--- config.mk ---
export PLATFORM = sky130hd
export DESIGN_NAME = humansized_muldiv_seq
export DESIGN_NICKNAME = d
export VERILOG_FILES = /design/src/rtl/humansized_muldiv_pkg.sv /design/src/rtl/humansized_muldiv_bitcnt.sv /design/src/rtl/humansized_muldiv_seq.sv
export SDC_FILE = /design/constraint.sdc
export NUM_CORES = 1
export LEC_CHECK = 0
export BUFFER_PORTS_ARGS = -buffer_cell sky130_fd_sc_hd__clkbuf_2
export CORE_MARGIN = 10
export CORE_UTILIZATION = 53
export CTS_CLUSTER_DIAMETER = 150
export CTS_CLUSTER_SIZE = 40
export DETAILED_ROUTE_END_ITERATION = 10
export PLACE_DENSITY = 0.84
export REMOVE_ABC_BUFFERS = 1
export SYNTH_ARGS = -nofsm -noshare
export SYNTH_HDL_FRONTEND = slang
export SYNTH_SLANG_ARGS = --single-unit
--- constraint.sdc ---
create_clock -name clk -period 4 [get_ports clk]
set_input_delay 0.8 -clock clk [delete_from_list [all_inputs] [get_ports clk]]
set_output_delay 0.8 -clock clk [all_outputs]
set_load 0.005 [all_outputs]
--- src/rtl/humansized_muldiv_pkg.sv ---
// Shared encodings for the human-sized shift-add multiplier/divider:
// datapath op codes, sequencer state codes and the func select.
`timescale 1ns/1ps
package humansized_muldiv_pkg;

   // Datapath op word: [0]=load, [2:1]=shifttype, [4:3]=addtype
   localparam logic [4:0] OP_LOAD = 5'b00001;
   localparam logic [4:0] OP_MADD = 5'b00000;
   localparam logic [4:0] OP_SRL  = 5'b00010;
   localparam logic [4:0] OP_SRA  = 5'b00100;
   localparam logic [4:0] OP_SLL  = 5'b00110;
   localparam logic [4:0] OP_DSUB = 5'b10000;

   localparam logic FUNC_MUL = 1'b0;
   localparam logic FUNC_DIV = 1'b1;

   typedef logic [2:0] state_t;

   localparam state_t ST_IDLE = 3'd0;
   localparam state_t ST_LOAD = 3'd1;
   localparam state_t ST_MA   = 3'd2;
   localparam state_t ST_MS   = 3'd3;
   localparam state_t ST_DS   = 3'd4;
   localparam state_t ST_DD   = 3'd5;
   localparam state_t ST_FIN  = 3'd6;
   localparam state_t ST_DZ   = 3'd7;

   function automatic logic is_shift_op(input logic [4:0] op);
      return (op == OP_SRL) || (op == OP_SRA) || (op == OP_SLL);
   endfunction

endpackage

--- src/rtl/humansized_muldiv_bitcnt.sv ---
// Loadable down-counter with zero flag; tracks the remaining shift-add
// iterations of the multiply/divide loops.
`timescale 1ns/1ps
module humansized_muldiv_bitcnt #(
   parameter int CW = 4
) (
   input  logic          clk,
   input  logic          rst_n,
   input  logic          load,
   input  logic [CW-1:0] load_val,
   input  logic          dec,
   output logic [CW-1:0] cnt,
   output logic          zero
);

   assign zero = (cnt == '0);

   always_ff @(posedge clk or negedge rst_n) begin
      if (!rst_n) begin
         cnt <= '0;
      end else if (load) begin
         cnt <= load_val;
      end else if (dec && !zero) begin
         cnt <= cnt - CW'(1);
      end
   end

endmodule

--- src/rtl/humansized_muldiv_seq.sv ---
// Sequencer for the human-sized shift-add mult/div datapath: steps the
// datapath through W multiply or restoring-divide iterations and returns the result.
`timescale 1ns/1ps
module humansized_muldiv_seq
   import humansized_muldiv_pkg::*;
#(
   parameter int W  = 8,
   parameter int CW = $clog2(W) + 1
) (
   input  logic           clk,
   input  logic           rst_n,
   input  logic           start,
   input  logic           func,
   input  logic [W-1:0]   a,
   input  logic [W-1:0]   b,
   output logic           busy,
   output logic           done,
   output logic [W-1:0]   res_hi,
   output logic [W-1:0]   res_lo,
   output logic           dz,
   output logic [4:0]     dp_op,
   output logic [W-1:0]   dp_Di,
   output logic           dp_ci,
   input  logic [2*W-1:0] dp_PM,
   input  logic           dp_rF
);

   state_t        state;
   state_t        state_nxt;
   logic [W-1:0]  a_q;
   logic [W-1:0]  b_q;
   logic          func_q;
   logic          accept;
   logic          cnt_load;
   logic          cnt_dec;
   logic          cnt_zero;
   logic [CW-1:0] cnt_val;
   logic [CW-1:0] cnt;
   logic          last_iter;
   logic          fin_mul_div;
   logic          fin_dz;
   logic          unused_rf;

   assign unused_rf   = dp_rF;
   assign busy        = (state != ST_IDLE);
   assign last_iter   = (cnt == CW'(1));
   assign fin_mul_div = (state == ST_FIN);
   assign fin_dz      = (state == ST_DZ) && cnt_zero;

   humansized_muldiv_bitcnt #(.CW(CW)) u_bitcnt (
      .clk      (clk),
      .rst_n    (rst_n),
      .load     (cnt_load),
      .load_val (cnt_val),
      .dec      (cnt_dec),
      .cnt      (cnt),
      .zero     (cnt_zero)
   );

   always_comb begin
      state_nxt = state;
      accept    = 1'b0;
      cnt_load  = 1'b0;
      cnt_val   = '0;
      cnt_dec   = 1'b0;
      dp_op     = OP_MADD;
      dp_Di     = '0;
      dp_ci     = 1'b0;
      case (state)
         ST_IDLE: begin
            if (start) begin
               accept   = 1'b1;
               cnt_load = 1'b1;
               // DZ waits one cycle in place of LOAD so its done lands after edge 2
               if (func == FUNC_DIV && b == '0) begin
                  state_nxt = ST_DZ;
                  cnt_val   = CW'(1);
               end else begin
                  state_nxt = ST_LOAD;
               end
            end
         end
         ST_LOAD: begin
            dp_op     = OP_LOAD;
            dp_Di     = a_q;
            cnt_load  = 1'b1;
            cnt_val   = CW'(W);
            state_nxt = (func_q == FUNC_MUL) ? ST_MA : ST_DS;
         end
         ST_MA: begin
            dp_op     = OP_MADD;
            dp_Di     = b_q;
            state_nxt = ST_MS;
         end
         ST_MS: begin
            dp_op     = OP_SRL;
            cnt_dec   = 1'b1;
            state_nxt = last_iter ? ST_FIN : ST_MA;
         end
         ST_DS: begin
            dp_op     = OP_SLL;
            state_nxt = ST_DD;
         end
         ST_DD: begin
            // ~b with carry-in forms the two's-complement subtract of the divisor
            dp_op     = OP_DSUB;
            dp_Di     = ~b_q;
            dp_ci     = 1'b1;
            cnt_dec   = 1'b1;
            state_nxt = last_iter ? ST_FIN : ST_DS;
         end
         ST_FIN: begin
            state_nxt = ST_IDLE;
         end
         ST_DZ: begin
            if (cnt_zero) begin
               state_nxt = ST_IDLE;
            end else begin
               cnt_dec = 1'b1;
            end
         end
         default: begin
            state_nxt = ST_IDLE;
         end
      endcase
   end

   always_ff @(posedge clk or negedge rst_n) begin
      if (!rst_n) begin
         state <= ST_IDLE;
      end else begin
         state <= state_nxt;
      end
   end

   always_ff @(posedge clk) begin
      if (accept) begin
         a_q    <= a;
         b_q    <= b;
         func_q <= func;
      end
   end

   always_ff @(posedge clk or negedge rst_n) begin
      if (!rst_n) begin
         done   <= 1'b0;
         dz     <= 1'b0;
         res_hi <= '0;
         res_lo <= '0;
      end else begin
         done <= 1'b0;
         if (fin_mul_div) begin
            res_hi <= dp_PM[2*W-1:W];
            res_lo <= dp_PM[W-1:0];
            dz     <= 1'b0;
            done   <= 1'b1;
         end else if (fin_dz) begin
            res_hi <= a_q;
            res_lo <= '1;
            dz     <= 1'b1;
            done   <= 1'b1;
         end
      end
   end

endmodule

==> parameters.txt, run 1 <==
Parameter                              Value

Status
  Run status ... finished clean

Setup path
  Logic depth of the worst path, buffers included ... 5
  Reg-to-Reg Start ... state[2]
  Crit path max-delay family ... flip-flops
  Series of cell instances along the critical path ... inv_1 -> and3_1 -> nand2_1 -> o21ai_0 -> clkbuf_2
  Kind of end point of the critical path ... output port
  Class of the most critical setup path ... reg2out
  Worst-path cell with the longest stage delay ... sky130_fd_sc_hd__dfrtp_1
  Stage delay of the slowest cell on the critical path ... 0.78 ns
  Startpoint kind of the worst setup timing path ... register
  WP buf/inv ... 2
  Max FO, Critical Path ... 23
  Worst EP arrival ... 2.28 ns
  Path depth of the worst reg2reg path ... 4
  Slack of the worst reg-to-reg path ... 1.79 ns
  Critical path data required time ... approximately 3.2 ns
  Critical R2R Capture ... res_hi[3]

Placement
  Routability Congestion ... roughly 0.81
  Worst setup slack after placement ... 1.30 ns
  Placed Instances ... 307
  Placed cell area ... roughly 2300 µm²
  Buffers on Ports ... 67
  DP HPWL ... 3710 µm

Global route
  Number of global-route vias before repair ... 1581
  Maximum number of pins on one net before global-route repair ... 26
  Met1 Use GR ... 16.5%
  Met3 GRT Util ... 5.63%
  Global-route layer with the greatest usage ... met2
  Global-route total usage across every layer ... between 10 and 15%
  Global-route wire length before repair ... 7360 µm
  Initial antenna violation count ... 0
  Met2 track utilization from global routing ... between 20% and 30%
  Total gr overflow ... 0

Power
  Switching share of total power ... 37.5%
  Overall power consumption ... around 1.8 mW
  Internal power ... 1.11 mW
  Portion of total power attributed to the clock network ... between 15 and 20%
  Worst ir drop on vdd ... 0.276 mV
  Seq pwr share ... a little over two fifths
  Power spent charging and discharging nets ... ~0.67 mW
  Share of power burned in combinational logic ... 40.3%
  Pwr/cell area ... 735 nW/µm²
  Static leakage power ... 1.14 nW

Layout
  Layout fillers ... 294
  Antenna fix cells ... 0
  Commonest cells after routing, fill and taps aside ... sky130_fd_sc_hd__clkbuf_2 (67), sky130_fd_sc_hd__nand2_1 (33), sky130_fd_sc_hd__o21ai_0 (25), sky130_fd_sc_hd__dfrtp_1 (25), sky130_fd_sc_hd__nor2_1 (18)
  Final instance count without filler cells ... 315
  Post-route cell area ... 2420 µm²
  Nets@finish ... just over 300
  Fraction of layout instances using a drive strength above 1 ... 29.6%
  Leading cell type in the layout, fill and taps excluded ... sky130_fd_sc_hd__clkbuf_2
  Relative area change from synthesis to final layout ... 22.4%

Route
  Post-route DRC violation count ... 0
  Total wire length ... 4740 µm
  Detailed router's first-iteration violation count ... roughly 130
  Total iterations of the first detailed-routing run ... 4
  Wire per inst ... between 15 and 20 µm
  Residual antenna-violating net count after detailed routing ... 0
  Overall via count from detail_route ... roughly 1700
  Vias per inst ... 5.33

Floorplanning
  Row cnt ... 22
  Starting density of the core ... 54.5%
  Boundary Pins ... 70
  Die boundary height ... 81.1 µm
  DIE WIDTH ... 81.1 µm
  Area inside the core boundary ... 3630 µm²
  Full die area ... 6580 µm²

STA
  Headroom to the max-slew limit ... 54.9%
  Max frequency ... 324 MHz
  Slew at the pin closest to its max-slew limit ... 0.676 ns
  Period Utilization, post-route ... around 77%
  Final worst-path setup slack ... 0.918 ns
  Maximum clock skew at final layout ... 0.00642 ns
  Final min period ... ~3 ns
  Slew Limit Fails ... 0
  Setup tns final ... 0 ns
  Unrepaired setup endpoints after global routing ... no
  Setup violation total in the final timing report ... 0
  Final hold violation count ... 0

Clocking
  # Post-CTS Setup Buffers ... 0
  Clock-pin slew of the registers on the worst-case setup and hold paths ... 0.07 ns
  CTS Root Cell ... sky130_fd_sc_hd__clkbuf_8
  # resized after CTS ... 0
  Number of H-tree levels ... 2
  Number of CTS-inserted buffers ... 5
  CTS Sinks ... between 40 and 50
  Maximum root-to-sink buffer count ... 2
  Later-pin clock latency in the skew report ... 0.29 ns
  CTS Hold Buffers Added ... 0
  CTS tree ... built

Worst hold path
  Worst hold stages ... 2
  Hold path endpoint ... dz
  Worst Min Path Start ... dz
  Class of the worst hold path ... reg2reg

Yosys
  Dominant combinational cell family by area after synthesis ... simple AND/OR/NAND/NOR gates
  Syn_area_per_cell ... 9.76 µm²
  Register bit count reported by yosys ... 42
  Netlist area before placement ... 1980 µm²
  Yosys warns ... 0
  Part of the Yosys area used for sequential elements ... approximately 57%
  Simple-Gate Fraction of Synth Area ... between 10% and 20%
  Share of the synthesized area in compound gates (AO/OA/AOI/OAI) ... ~15%
  Library cells used by synthesis ... 33
  Share of synthesized cell area in full adder, half adder and majority cells ... 1.26%
  Syn Inst Count ... 203
  Xor/xnor cell area share of the yosys netlist ... 0.884%
  Proportion of synthesized area in mux cells ... 1.14%

Job
  Number of violations of the max-capacitance limit ... 0
-- flip-flops by register name, indices dropped and copies added, names as in the netlist --
signal and count:
func_q 1, state 3, res_lo 8, res_hi 8, u_bitcnt.cnt 4, done 1, b_q 8, a_q 8
dz 1
-- through the flow --
step | utilization (%) | hold WS, ns
2_1_floorplan | - | 0.491
3_3_place_gp | 63.8 | 0.482
3_5_place_dp | 63.8 | 0.496
4_1_cts | 66.7 | 0.513
5_1_grt | 66.7 | 0.524
6_report | 66.7 | 0.504
-- power groups by stage --
stage / Clock [mW] / Combinational, mW / Sequential [mW]
after floorplan: 0 / 0.426 / 0.732
after global placement: 0 / 0.704 / 0.739
after detailed placement: 0 / 0.727 / 0.746
after CTS: 0.329 / 0.730 / 0.738
after global routing: 0.348 / 0.810 / 0.764
final: 0.323 / 0.718 / 0.741
-- cell type report --
cell class | count | area [µm²] | area share (%)
Multi-Input combinational cell | 135 | 731 | 30.1
Inverter | 15 | 56.3 | 2.32
Sequential cell | 42 | 1140 | 46.9
Tap cell | 48 | 60.1 | 2.48
Timing Repair Buffer | 67 | 335 | 13.8
Clock inverter | 1 | 30.0 | 1.24
Clock buffer | 7 | 76.3 | 3.15
-- tightest hold or removal path, cell delays in order, from the launching register on --
cell and delay (ns):
sky130_fd_sc_hd__dfrtp_1 0.34, sky130_fd_sc_hd__nor2_1 0.05, sky130_fd_sc_hd__nor2_1 0.08
-- cells by family after synthesis --
group                      after synthesis
AOI/OAI and AO/OA                       52
DFF                                     42
muxes                                    2
xor gates and xnor gates                 2
and+or+nand+nor                         76
adders and majority gates                2
other                                    1
buffers and inverters                   26
-- worst max path at each step --
stage | from | to | slack [ns]
after floorplan | state[2] | dp_Di[0] | 1.80
after global placement | state[2] | dp_Di[6] | 1.34
after detailed placement | state[2] | dp_Di[6] | 1.30
after CTS | state[2] | dp_Di[6] | 0.97
after global routing | state[2] | dp_Di[0] | 0.76
final | state[2] | dp_Di[6] | 0.92
-- cell usage after synthesis --
master	instances	area, µm²
sky130_fd_sc_hd__nand2_1	33	124
sky130_fd_sc_hd__dfrtp_1	25	626
sky130_fd_sc_hd__o21ai_0	25	125
sky130_fd_sc_hd__nor2_1	18	67.6
sky130_fd_sc_hd__edfxtp_1	17	510
sky130_fd_sc_hd__inv_1	15	56.3
sky130_fd_sc_hd__a21oi_1	12	60.1
sky130_fd_sc_hd__o22ai_1	9	56.3
sky130_fd_sc_hd__clkbuf_1	5	18.8
sky130_fd_sc_hd__buf_2	4	20.0
sky130_fd_sc_hd__and3_1	3	18.8
sky130_fd_sc_hd__nand2b_1	3	18.8
sky130_fd_sc_hd__nand3_1	3	15.0
sky130_fd_sc_hd__nand4_1	3	18.8
sky130_fd_sc_hd__nor3_1	3	15.0
sky130_fd_sc_hd__a31oi_1	2	12.5
sky130_fd_sc_hd__ha_1	2	25.0
sky130_fd_sc_hd__mux2_2	2	22.5
sky130_fd_sc_hd__nor2b_1	2	12.5
sky130_fd_sc_hd__nor3b_4	2	37.5
sky130_fd_sc_hd__or3_1	2	12.5
sky130_fd_sc_hd__xnor2_1	2	17.5
sky130_fd_sc_hd__a2111oi_1	1	10.0
sky130_fd_sc_hd__a221o_1	1	10.0
sky130_fd_sc_hd__a32oi_1	1	8.76
sky130_fd_sc_hd__buf_4	1	7.51
sky130_fd_sc_hd__buf_6	1	11.3
sky130_fd_sc_hd__conb_1	1	3.75
sky130_fd_sc_hd__nor3_2	1	10.0
sky130_fd_sc_hd__nor3b_1	1	7.51
sky130_fd_sc_hd__nor4_1	1	6.26
sky130_fd_sc_hd__o221ai_1	1	8.76
sky130_fd_sc_hd__or2_2	1	6.26
-- per-layer routing --
| metal | wire length (µm) | vias to the layer above |
|---|---|---|
| met4 | 93 | 0 |
| met5 | 0 | - |
| met3 | 429 | 9 |
| met2 | 2190 | 61 |
| li1 | - | 824 |
| met1 | 2030 | 784 |
(Power assumes the default switching activity.)
==> run 2, diff against run 1 <==
CORE_UTILIZATION = 44   (was 53)
PLACE_DENSITY = 0.75   (was 0.84)
clock period = 2.8 ns   (was 4 ns; I/O delays follow)
==> run 2 against run 1 <==
Compared with the run above: utilization shrank 11 points; flip-flop and latch count is the same; sequential power grew 38%; power grew 44%.
==> parameters.txt, run 2 (same netlist as run 1, synthesis figures left out) <==
Parameter                              Value

Status
  Run status ... finished clean

Route
  Vias per inst ... around 5.3
  Wire per inst ... between 15 and 20 µm
  Post-route DRC violation count ... 0
  Detailed router's first-iteration violation count ... approximately 130
  Total wire length ... around 4900 µm
  Overall via count from detail_route ... 1682
  Total iterations of the first detailed-routing run ... 5
  Residual antenna-violating net count after detailed routing ... 0

Clocking
  CTS Sinks ... 42
  CTS Hold Buffers Added ... 0
  # resized after CTS ... 0
  Number of CTS-inserted buffers ... 5
  Clock-pin slew of the registers on the worst-case setup and hold paths ... 0.07 ns
  CTS Root Cell ... sky130_fd_sc_hd__clkbuf_8
  Maximum root-to-sink buffer count ... 2
  # Post-CTS Setup Buffers ... 0
  CTS tree ... built
  Later-pin clock latency in the skew report ... around 0.29 ns
  Number of H-tree levels ... 2

Placement
  DP HPWL ... 3690 µm
  Placed cell area ... 2330 µm²
  Routability Congestion ... 0.866
  Buffers on Ports ... 67

Global route
  Initial antenna violation count ... 0
  Global-route wire length before repair ... 7860 µm
  Total gr overflow ... 0
  Number of global-route vias before repair ... roughly 1700
  Global-route total usage across every layer ... between 10% and 20%
  Maximum number of pins on one net before global-route repair ... 26

Worst hold path
  Class of the worst hold path ... in2async

Setup path
  Class of the most critical setup path ... reg2out
  Startpoint kind of the worst setup timing path ... register
  Worst EP arrival ... 1.84 ns
  Kind of end point of the critical path ... output port
  Critical path data required time ... 2.24 ns
  Max FO, Critical Path ... 16

STA
  Setup tns final ... 0 ns
  Unrepaired setup endpoints after global routing ... no
  Setup violation total in the final timing report ... 0
  Final min period ... 2.40 ns
  Slew Limit Fails ... 0
  Final hold violation count ... 0
  Slew at the pin closest to its max-slew limit ... 0.634 ns
  Max frequency ... 417 MHz
  Headroom to the max-slew limit ... between 50 and 60%
  Maximum clock skew at final layout ... 0.00589 ns
  Period Utilization, post-route ... 85.6%

Power
  Pwr/cell area ... 1050 nW/µm²
  Static leakage power ... roughly 1.1 nW
  Worst ir drop on vdd ... 0.343 mV

Job
  Number of violations of the max-capacitance limit ... 0

Layout
  Post-route cell area ... 2440 µm²
  Commonest cells after routing, fill and taps aside ... sky130_fd_sc_hd__clkbuf_2 (67), sky130_fd_sc_hd__nand2_1 (33), sky130_fd_sc_hd__o21ai_0 (25), sky130_fd_sc_hd__dfrtp_1 (25), sky130_fd_sc_hd__nor2_1 (18)
  Relative area change from synthesis to final layout ... 23.1%
  Layout fillers ... 381
  Fraction of layout instances using a drive strength above 1 ... between 20% and 30%
  Nets@finish ... between 300 and 400
  Leading cell type in the layout, fill and taps excluded ... sky130_fd_sc_hd__clkbuf_2
  Antenna fix cells ... 0
  Final standard cell utilization of the core ... between 50% and 60%

Floorplanning
  Starting density of the core ... 45.5%
  Boundary Pins ... 70
  Area inside the core boundary ... 4350 µm²
  Full die area ... 7590 µm²
  Row cnt ... 24
  DIE WIDTH ... 87.1 µm
  Die boundary height ... 87.1 µm
==> run 2: cell count changes in the layout (fill, tap and decap cells not counted) <==
cell                    before  now
sky130_fd_sc_hd__buf_4       0    1
==> run 2: cell type report <==
cell class | count | area, µm² | share of cell area (%)
sequential | 42 | 1140 | 46.6
multi-input combinational | 135 | 731 | 30.0
timing repair buffer | 68 | 343 | 14.1
clock buffer | 7 | 76.3 | 3.13
tap | 52 | 65.1 | 2.67
inverter | 15 | 56.3 | 2.31
clock inverter | 1 | 30.0 | 1.23
==> run 2: power by group <==
part / total [mW] / internal (mW) / switching, mW / leakage (nW)
Sequential: 1.02 / 0.867 / 0.150 / 0.452
Combinational: 1.08 / 0.468 / 0.608 / 0.641
Clock: 0.465 / 0.267 / 0.198 / 0.0524
==> run 2: worst paths after layout <==
| path | depth (start not counted) | from | slack [ns] | to |
|---|---|---|---|---|
| max | 5 | state[2] | 0.40 | dp_Di[1] |
| min | 1 | rst_n | 0.27 | res_hi[3] |
| max reg2reg | 6 | u_bitcnt.cnt[0] | 0.80 | res_hi[1] |
| min reg2reg | 2 | res_hi[3] | 0.51 | res_hi[3] |
| max in group asynchronous | 1 | rst_n | 2.12 | u_bitcnt.cnt[1] |
| min in group clk | 1 | a[3] | 0.44 | a_q[3] |
==> run 2: worst max-delay path: stages, from the launching register on <==
cell and delay [ns]:
sky130_fd_sc_hd__dfrtp_1 0.38, sky130_fd_sc_hd__inv_1 0.39, sky130_fd_sc_hd__and3_1 0.40, sky130_fd_sc_hd__nand2_1 0.09, sky130_fd_sc_hd__o21ai_0 0.12, sky130_fd_sc_hd__clkbuf_2 0.17
==> run 2: metrics by stage <==
stage | std cells | hold slack, ns | total power [mW] | setup slack [ns]
after floorplan | 192 | 0.264 | 1.65 | 0.837
after global placement | 312 | 0.481 | 2.08 | 0.777
after detailed placement | 312 | 0.497 | 2.12 | 0.751
after CTS | 320 | 0.291 | 2.58 | 0.425
after global routing | 320 | 0.323 | 2.79 | 0.265
final | 320 | 0.267 | 2.56 | 0.403
==> run 2: routing by layer <==
layer | share of wire (%) | vias to the layer above | track usage (%)
li1 | - | 827 | -
met1 | 41 | 783 | 14.6
met2 | 45 | 65 | 21.2
met3 | 12 | 7 | 6.74
met4 | 1.2 | 0 | 4.78
met5 | 0 | - | 0
==> run 3, diff against run 2 <==
clock period = 2 ns   (was 2.8 ns; I/O delays follow)
==> run 3 against run 2 <==
Compared with the run above: flip-flop and latch count unchanged; final cell count rose by 2.8%; routed wire length up 0.84%; clock power grew 38%; utilization grew 1.6 points; design area rose by 2.9%; critical path type unchanged; largest power group unchanged.
==> parameters.txt, run 3 (same netlist as run 1, synthesis figures left out) <==
Parameter                              Value

STA
  Final min period ... roughly 1.9 ns
  Setup violation total in the final timing report ... 0
  Headroom to the max-slew limit ... 57.7%
  Maximum clock skew at final layout ... roughly 0.0035 ns
  Slew Limit Fails ... 0
  Max frequency ... around 530 MHz
  Period Utilization, post-route ... 94.3%
  Setup tns final ... 0 ns
  Slew at the pin closest to its max-slew limit ... 0.635 ns
  Final hold violation count ... 0

Floorplanning
  Area inside the core boundary ... 4350 µm²
  DIE WIDTH ... 87.1 µm
  Die boundary height ... slightly below 90 µm
  Starting density of the core ... 45.5%
  Row cnt ... 24
  Boundary Pins ... 70
  Full die area ... ~7600 µm²

Clocking
  Maximum root-to-sink buffer count ... 2
  CTS tree ... built
  CTS Hold Buffers Added ... 0
  CTS Root Cell ... sky130_fd_sc_hd__clkbuf_8
  CTS Sinks ... 42
  Number of H-tree levels ... 2
  Clock-pin slew of the registers on the worst-case setup and hold paths ... 0.07 ns
  Later-pin clock latency in the skew report ... 0.29 ns
  Number of CTS-inserted buffers ... 5

Route
  Total iterations of the first detailed-routing run ... 4
  Residual antenna-violating net count after detailed routing ... 0
  Overall via count from detail_route ... around 1700
  Post-route DRC violation count ... 0
  Total wire length ... 4940 µm
  Detailed router's first-iteration violation count ... 66
  Wire per inst ... 15.0 µm
  Vias per inst ... between 5 and 6

Power
  Pwr/cell area ... 1470 nW/µm²
  Worst ir drop on vdd ... between 0.5 and 0.6 mV
  Static leakage power ... around 1.2 nW

Layout
  Antenna fix cells ... 0
  Post-route cell area ... 2510 µm²
  Fraction of layout instances using a drive strength above 1 ... between 30% and 40%
  Relative area change from synthesis to final layout ... 26.7%
  Leading cell type in the layout, fill and taps excluded ... sky130_fd_sc_hd__clkbuf_2
  Nets@finish ... 315
  Commonest cells after routing, fill and taps aside ... sky130_fd_sc_hd__clkbuf_2 (67), sky130_fd_sc_hd__nand2_1 (33), sky130_fd_sc_hd__o21ai_0 (25), sky130_fd_sc_hd__dfrtp_1 (23), sky130_fd_sc_hd__nor2_1 (18)

Setup path
  Path depth of the worst reg2reg path ... 7
  Max FO, Critical Path ... 8
  Class of the most critical setup path ... reg2out
  Startpoint kind of the worst setup timing path ... register
  Worst EP arrival ... 1.49 ns
  Kind of end point of the critical path ... output port
  Reg-to-Reg Start ... u_bitcnt.cnt[0]
  Critical R2R Capture ... res_hi[3]
  Critical path data required time ... approximately 1.6 ns
  Slack of the worst reg-to-reg path ... ~0.15 ns

Placement
  Routability Congestion ... approximately 0.88
  Placed cell area ... 2390 µm²
  Buffers on Ports ... 67
  DP HPWL ... 3800 µm

Job
  Number of violations of the max-capacitance limit ... 0

Global route
  Total gr overflow ... 0
  Number of global-route vias before repair ... 1660
  Global-route total usage across every layer ... about an eighth
  Global-route wire length before repair ... 7850 µm
  Initial antenna violation count ... 0
  Maximum number of pins on one net before global-route repair ... 26

Worst hold path
  Class of the worst hold path ... in2async

Status
  Run status ... finished clean
==> run 3: changes by cell type in the layout (fill, tap and decap cells not counted) <==
cell | before | now
sky130_fd_sc_hd__buf_4 | 1 | 10
sky130_fd_sc_hd__dfrtp_1 | 25 | 23
sky130_fd_sc_hd__dfrtp_2 | 0 | 2
sky130_fd_sc_hd__and3_1 | 3 | 2
sky130_fd_sc_hd__and3_2 | 0 | 1
==> run 3: how the worst max path moves through the flow <==
stage,start,endpoint
2_1_floorplan,state[2],dp_Di[0]
3_3_place_gp,u_bitcnt.cnt[0],res_hi[3]
3_5_place_dp,u_bitcnt.cnt[0],res_hi[3]
4_1_cts,state[0],dp_Di[1]
5_1_grt,state[0],dp_Di[0]
6_report,state[0],dp_Di[1]
==> run 3: metrics by stage <==
stage	std cells	hold WS (ns)	worst slack [ns]	total power, mW	utilization (%)
2_1_floorplan	192	0.104	0.197	2.31	-
3_3_place_gp	320	0.438	0.259	2.99	54.9
3_5_place_dp	320	0.445	0.199	3.05	54.9
4_1_cts	328	0.133	0.0131	3.70	57.4
5_1_grt	329	0.167	-0.000110	4.00	57.6
6_report	329	0.118	0.114	3.68	57.6
==> run 3: per-layer routing <==
metal | share of wire (%) | GRT usage (%) | up-vias
li1 | - | - | 847
met1 | 41 | 15.0 | 774
met2 | 46 | 21.1 | 61
met3 | 12 | 6.37 | 4
met4 | 0.93 | 3.48 | 0
met5 | 0 | 0 | -
==> run 3: final cells by class <==
type | instances | area [µm²]
clock buffers | 7 | 76.3
clock inverters | 1 | 30.0
fillers | 384 | 1850
inverters | 15 | 56.3
multi-input cells | 135 | 732
flip-flops and latches | 42 | 1140
well taps | 52 | 65.1
repair buffers | 77 | 410
==> run 3: repair_timing <==
item                                    in CTS  in global routing
setup buffers                                0                  1
endpoints found under the setup margin       0                  8
gates resized for setup                      0                  3
==> run 3: report_power, final <==
part           total [mW]  internal (mW)  switching [mW]
Combinational        1.63          0.741           0.892
Sequential           1.41           1.22           0.187
Clock               0.644          0.373           0.271
==> run 3: critical path: stages (launching register included) <==
cell,delay (ns)
sky130_fd_sc_hd__dfrtp_2,0.46
sky130_fd_sc_hd__inv_1,0.11
sky130_fd_sc_hd__and3_2,0.27
sky130_fd_sc_hd__nand2_1,0.07
sky130_fd_sc_hd__o21ai_0,0.11
sky130_fd_sc_hd__clkbuf_2,0.17
